## config.mk

```make
export PLATFORM = sky130hd
export DESIGN_NAME = sc_stream_accum_flat
export DESIGN_NICKNAME = d
export VERILOG_FILES = /design/src/rtl/sc_stream_accum_if.sv /design/src/rtl/sc_stream_accum.sv /design/src/flat_wrapper.sv
export SDC_FILE = /design/constraint.sdc
export NUM_CORES = 1
export LEC_CHECK = 0
export ABC_AREA = 1
export CAP_MARGIN = 20
export CORE_ASPECT_RATIO = 0.75
export CORE_MARGIN = 2
export CORE_UTILIZATION = 59
export DETAILED_ROUTE_END_ITERATION = 12
export GPL_ROUTABILITY_DRIVEN = 0
export GPL_TIMING_DRIVEN = 0
export HOLD_SLACK_MARGIN = 0.12
export MAX_ROUTING_LAYER = met4
export PLACE_DENSITY = 0.83
export SYNTH_ARGS = -nofsm -noshare
export SYNTH_HDL_FRONTEND = slang
export SYNTH_SLANG_ARGS = --single-unit
```

## constraint.sdc

```tcl
create_clock -name clk -period 5.05 [get_ports clk]
set_clock_uncertainty 0.15 [all_clocks]
set_input_delay 0.7575 -clock clk [delete_from_list [all_inputs] [get_ports clk]]
set_output_delay 0.7575 -clock clk [all_outputs]
set_load 0.01 [all_outputs]
```

## src/rtl/sc_stream_accum_if.sv

```systemverilog
// Stream interface of the stochastic-to-binary accumulator: run request, bitstream in, run status and count out.
// Carries resultBi (bipolar decode) only when SC_STREAM_ACCUM_BIPOLAR_EN is defined.
interface sc_stream_accum_if #(
  parameter int WIDTH = 8
);
  // start is a request, accepted only while the accumulator is idle or in its done cycle
  // (busy=0); start seen while busy=1 is dropped, never queued. bitIn carries one bit per cycle
  // with no handshake. done is a one-cycle pulse; result/sat (and resultBi) are valid from that
  // cycle and hold until the next done.
  logic             start;
  logic             bitIn;
  logic             busy;
  logic             done;
  logic [WIDTH-1:0] result;
  logic             sat;
`ifdef SC_STREAM_ACCUM_BIPOLAR_EN
  logic signed [WIDTH+1:0] resultBi;

  modport master (output start, bitIn, input busy, done, result, sat, resultBi);
  modport slave  (input start, bitIn, output busy, done, result, sat, resultBi);
`else
  modport master (output start, bitIn, input busy, done, result, sat);
  modport slave  (input start, bitIn, output busy, done, result, sat);
`endif
endinterface

```

## src/rtl/sc_stream_accum.sv

```systemverilog
// Converts an SC divider quotient bitstream to binary: skips WARMUP cycles, then counts ones over 2^WIDTH cycles.
// Optional bipolar decode output enabled by defining SC_STREAM_ACCUM_BIPOLAR_EN.
module sc_stream_accum #(
  parameter int WIDTH  = 8,
  parameter int WARMUP = 4
) (
  input  logic                 clk,
  input  logic                 rst,
  sc_stream_accum_if.slave     s,
  output logic [1:0]           dbg_state
);

  localparam int PW = (WIDTH > $clog2(WARMUP + 1)) ? WIDTH : $clog2(WARMUP + 1);
  localparam logic [PW-1:0]  CNT_LAST  = PW'(2 ** WIDTH - 1);
  localparam logic [PW-1:0]  WARM_LAST = PW'((WARMUP > 0) ? WARMUP - 1 : 0);
  localparam logic [WIDTH:0] FULL      = {1'b1, {WIDTH{1'b0}}};

  typedef enum logic [1:0] {S_IDLE, S_WARM, S_COUNT, S_DONE} state_t;

  state_t           state_q, state_d;
  logic [WIDTH:0]   ones_q, ones_d;
  logic [PW-1:0]    phase_q, phase_d;
  logic [WIDTH-1:0] result_q, result_d;
  logic             sat_q, sat_d;
`ifdef SC_STREAM_ACCUM_BIPOLAR_EN
  // Two extra bits so that both -2^WIDTH and +2^WIDTH are representable.
  logic signed [WIDTH+1:0] bi_q, bi_d;
`endif

  always_comb begin
    state_d  = state_q;
    ones_d   = ones_q;
    phase_d  = phase_q;
    result_d = result_q;
    sat_d    = sat_q;
`ifdef SC_STREAM_ACCUM_BIPOLAR_EN
    bi_d     = bi_q;
`endif
    case (state_q)
      S_IDLE, S_DONE: begin
        state_d = S_IDLE;
        if (s.start) begin
          state_d = (WARMUP > 0) ? S_WARM : S_COUNT;
          ones_d  = '0;
          phase_d = '0;
        end
      end
      S_WARM: begin
        if (phase_q == WARM_LAST) begin
          state_d = S_COUNT;
          phase_d = '0;
        end else begin
          phase_d = phase_q + PW'(1);
        end
      end
      S_COUNT: begin
        // bitIn only enters the datapath here, so X outside the window cannot reach the count.
        ones_d  = ones_q + {{WIDTH{1'b0}}, s.bitIn};
        phase_d = phase_q + PW'(1);
        if (phase_q == CNT_LAST) begin
          state_d  = S_DONE;
          result_d = (ones_d == FULL) ? '1 : ones_d[WIDTH-1:0];
          sat_d    = (ones_d == FULL);
`ifdef SC_STREAM_ACCUM_BIPOLAR_EN
          bi_d     = $signed({ones_d, 1'b0} - {2'b01, {WIDTH{1'b0}}});
`endif
        end
      end
      default: state_d = S_IDLE;
    endcase
  end

  always_ff @(posedge clk) begin
    if (rst) begin
      state_q  <= S_IDLE;
      ones_q   <= '0;
      phase_q  <= '0;
      result_q <= '0;
      sat_q    <= 1'b0;
`ifdef SC_STREAM_ACCUM_BIPOLAR_EN
      bi_q     <= '0;
`endif
    end else begin
      state_q  <= state_d;
      ones_q   <= ones_d;
      phase_q  <= phase_d;
      result_q <= result_d;
      sat_q    <= sat_d;
`ifdef SC_STREAM_ACCUM_BIPOLAR_EN
      bi_q     <= bi_d;
`endif
    end
  end

  assign s.busy    = (state_q == S_WARM) || (state_q == S_COUNT);
  assign s.done    = (state_q == S_DONE);
  assign s.result  = result_q;
  assign s.sat     = sat_q;
`ifdef SC_STREAM_ACCUM_BIPOLAR_EN
  assign s.resultBi = bi_q;
`endif
  assign dbg_state = state_q;

endmodule

```

## src/flat_wrapper.sv

```systemverilog
// flat-port wrapper written by rule: the top's interface ports become plain ports
module sc_stream_accum_flat 
#(
  parameter int WIDTH  = 8,
  parameter int WARMUP = 4
)
  (clk, rst, dbg_state, s_start, s_bitIn, s_busy, s_done, s_result, s_sat);
  sc_stream_accum_if #(.WIDTH(WIDTH)) s_i ();
  input  logic clk;
  input  logic rst;
  output logic [1:0] dbg_state;
  input wire logic [$bits(s_i.start)-1:0] s_start;
  input wire logic [$bits(s_i.bitIn)-1:0] s_bitIn;
  output wire logic [$bits(s_i.busy)-1:0] s_busy;
  output wire logic [$bits(s_i.done)-1:0] s_done;
  output wire logic [$bits(s_i.result)-1:0] s_result;
  output wire logic [$bits(s_i.sat)-1:0] s_sat;
  assign s_i.start = s_start;
  assign s_i.bitIn = s_bitIn;
  assign s_busy = s_i.busy;
  assign s_done = s_i.done;
  assign s_result = s_i.result;
  assign s_sat = s_i.sat;
  sc_stream_accum #(.WIDTH(WIDTH), .WARMUP(WARMUP)) u_core (.clk(clk), .rst(rst), .s(s_i), .dbg_state(dbg_state));
endmodule
```

# == Word-level counts from Yosys, hierarchy flattened ==
# Index checks and enable logic that the tools add are counted.
# Widths: inputs -> output; s select.
# classes
multipliers,0
muxes,10
n_addsub,2
n_div,0
eq_ne,9
n_shift,0
bitwise_logic,0
reduce_logical,7
magnitude_cmp,0
# ops
cell,n
$mux 8,3
$pmux 8 s3,1
$pmux 9 s2,1
$add 9x1->9,1
$eq 9x9->1 const B,1
$mux 9,1
$add 8x1->8 const B,1
$eq 8x2->1 const B,1
$eq 8x8->1 const B,1
$pmux 2 s3,1
$reduce_and 2->1,3
$eq 2x2->1 const B,2
$mux 2,2
$ne 2x1->1 const B,2
$eq 2x1->1 const B,1
$logic_not 2->1,1
$ne 2x2->1 const B,1
$reduce_bool 2->1,1
$reduce_or 2->1,1
$logic_or 1x1->1,1
$mux 1,1
# word_totals
ram_bits,0
out_inout_bits,13
word_cells,33
latchBits,0
input_bits,4
reg_bits,28
n_memories,0
mem_bits_ro,0

# == Longest topological paths before layout ==
# logic_depth
depth_word,4
mapped_depth,11
depth_no_buf,11

# == Worst setup path after synthesis ==
# Ideal clock, no wire load.
# synth_timing
kind,input to register
startpoint,in s_bitIn
endpoint,reg u_core.result_q[2] (netlist: u_core.s.result[2])
path_buffers,0
setup_ns,0.070
path_stages,11
required_time_ns,4.830
path_slack_ns,2.918
arrival_time_ns,1.912
cell_sequence,ha_1 ha_1 nand2_1 inv_1 nand3_1 nand2_1 inv_1 nand2_1 nor2_4 nand2_2 a21oi_1
# synth_between
elab_chain_len,3
# synth_lines
item,line,rtl
start: declaration,flat_wrapper.sv:13,input wire logic [$bits(s_i.bitIn)-1:0] s_bitIn;
$add 9x1->9 *,sc_stream_accum.sv:58,"ones_d = ones_q + {{WIDTH{1'b0}}, s.bitIn};"
$eq 9x9->1,sc_stream_accum.sv:62,result_d = (ones_d == FULL) ? '1 : ones_d[WIDTH-1:0];
$mux 8 *,sc_stream_accum.sv:62,
end signal: assignment,sc_stream_accum.sv:87,result_q <= result_d;
end: declaration,sc_stream_accum.sv:23,"logic [WIDTH-1:0] result_q, result_d;"
# Every way passes the cells marked *; elsewhere a longest branch is shown, timed or not.
# A chain may end at the register's enable or synchronous reset.

# == Worst setup path after layout ==
# layout_timing
startpoint,reg u_core.state_q[0] (netlist: u_core.dbg_state[0])
endpoint,out s_busy
# layout_between
elab_chain_len,2
elab_cells_between_ends,3
cone_classes,eq/ne: 2; reduce/logical: 1
# layout_lines
item,line,rtl
start: declaration,sc_stream_accum.sv:20,"state_t state_q, state_d;"
start signal: assignment,sc_stream_accum.sv:84,state_q <= state_d;
$eq 2x1->1 or $eq 2x2->1 (tied branches),sc_stream_accum.sv:95,assign s.busy = (state_q == S_WARM) || (state_q == S_COUNT);
$logic_or 1x1->1 *,sc_stream_accum.sv:95,
end: declaration,flat_wrapper.sv:14,output wire logic [$bits(s_i.busy)-1:0] s_busy;
# Marked as above.

==> out/metrics.csv <==
metric;value;unit
yosys-top-cells-area;dfxtp_1 (36%), nand2_1 (13%), a21oi_1 (10%);
fp.dieH;48.23;µm
cts_hold_buf;0;
crit_arrival;2.25;ns
wire_per_inst;13.00;µm
ir_worst_vdd;228.0;µV
maxCapViolCount;0;
cts_tree;yes;
whs_endpoint;u_core.s.sat;
setup_ws;1.897;ns
cts_made_buffers;3;
grt_pass1_wl;6085;µm
mostFrequentLayoutCells;nand2_1 (55), a21oi_1 (31), inv_1 (28), dfxtp_1 (28), o21ai_0 (16);
coreArea;2384;µm²
end_kind;primary output;
min_path_type;flip-flop to flip-flop;
critical_path_class;flip-flop to primary output;
status;finished clean;
cts_resized;0;
r2r_end;u_core.ones_q[2];
fill_cells;196;
start_util;0.6457;
critPathMaxFanout;10;
die_area;3037;µm²
netlist_instances;224;
rsz0062_at_grt;false;
drive_gt1_frac;0.09053;
hold_violations;0;
drtIter0Drc;108;
fin_tns_setup;0;ns
via_count;1516;
layout_commonest_cell;nand2_1;
yosysTopAreaCell;dfxtp_1;
reg2reg_from;u_core.dbg_state[0];
grt-ovfl-total;0;
min_path_cells;2;
slew_violations;0;
total_leakage_power;0.7138;nW
ant_nets;0;
grt_max_degree;16;
utilization;0.7417;
rows;15;
antenna_found_initial;0;
period_share;0.6244;
dpl.hpwl;2723;µm
power.density;331.3;nW/µm²
htreeDepth;1;
syn_avg_cell_area;6.870;µm²
place_ws;2.265;ns
io_pins;17;
crit_required;4.14;ns
setup_viol;0;
total_power;0.5857;mW
diodes;0;
syn_to_final_growth;14.88;%
cts-root-buf;clkbuf_4;
viasPerCell;5.473;
syn_nets;234;
hp-start;u_core.s.sat;
tightest_slew;0.6275;ns
reg2reg_slack;3.06;ns
ys_warn_count;0;
dr.pass1.iters;5;
cts_setup_buffers;0;
start_kind;flip-flop;
ff2ff_path_depth;7;
clock_latency;0.34;ns
wirelength;3601;µm
clock_sinks;28;
yosys.area.top_type_share;0.3642;
synth_seq_area_share;0.3642;
drc;0;
clock_path_buffers;2;
nets;254;
die_w;62.98;µm
grt_usage;0.2750;
synthesis.area;1539;µm²
slew_headroom;0.5801;
grt_pass1_vias;1360;
fin_crit;3.153;ns
fmax;317.1;MHz
io_buffers;15;
clkSlewWorstSetupHoldPaths;0.16;ns
synth.distinct_cells;20;
ys_ff_latch;28;
==> layout make-up <==
class,instances,area [µm²],share of cell area
Inverter,30,112.6,0.06369
Buffer,4,15.01,0.008493
Sequential cell,28,560.5,0.3171
Multi-Input combinational cell,162,850.8,0.4812
Timing Repair Buffer,15,150.1,0.08493
Tap cell,34,42.54,0.02406
Clock buffer,4,36.28,0.02052
==> sequential cells by signal, indices dropped and copies added (netlist names) <==
signal            cells
u_core.phase_q        8
u_core.ones_q         9
u_core.dbg_state      2
u_core.s.result       8
u_core.s.sat          1
==> through the flow <==
stage / hold WS [ns] / area, µm² / std cells
after global placement: 0.3038 / 1732 / 273
final: 0.3386 / 1768 / 277
after floorplan: 0.2947 / 1539 / 224
after global routing: 0.3637 / 1768 / 277
after CTS: 0.3418 / 1768 / 277
after detailed placement: 0.3183 / 1732 / 273
==> critical path, stage by stage, from the launching register on <==
cell	delay [ns]
dfxtp_1	0.41
inv_1	0.07
ha_1	0.28
inv_1	0.10
clkbuf_1	0.39
clkdlybuf4s50_1	0.64
==> per-layer routing <==
metal / wire, µm / vias to the layer above / track usage
li1: - / 776 / -
met1: 1670 / 666 / 0.3466
met4: 63 / 0 / 0.1067
met2: 1565 / 63 / 0.4468
met3: 301 / 11 / 0.06005
met5: 0 / - / -
==> worst max path at each step <==
| stage | startpoint | to | slack [ns] |
|---|---|---|---|
| 3_3_place_gp | s_bitIn | u_core.s.sat | 2.36 |
| 6_report | u_core.dbg_state[0] | s_busy | 1.90 |
| 4_1_cts | u_core.dbg_state[0] | s_busy | 1.92 |
| 5_1_grt | u_core.dbg_state[0] | s_busy | 1.79 |
| 2_1_floorplan | s_bitIn | u_core.s.result[2] | 2.92 |
| 3_5_place_dp | s_bitIn | u_core.s.result[7] | 2.26 |
==> cell families (layout without fill, tap and decap cells) <==
family,count (synthesis),in the layout,synth area share
and+or+nand+nor,108,108,0.3480
buffers and inverters,34,53,0.08292
DFF,28,28,0.3642
adders and majority gates,6,6,0.04878
AOI/OAI and AO/OA,48,48,0.1561
==> synth_stat cells (all sizes together) <==
| cell type | instances |
|---|---|
| dfxtp | 28 |
| clkinv | 1 |
| nand4 | 8 |
| nor2 | 20 |
| nand2 | 62 |
| inv | 29 |
| clkbuf | 4 |
| nor3 | 2 |
| o21ai | 17 |
| a21oi | 31 |
| nand3 | 16 |
| ha | 6 |
==> power by group <==
group | switching, mW | leakage, nW | internal (mW)
clock | 0.0688 | 0.0210 | 0.0443
sequential | 0.0104 | 0.226 | 0.234
combinational | 0.158 | 0.467 | 0.0699
total | 0.237 | 0.714 | 0.348
Power figures use the tool's default switching activity.
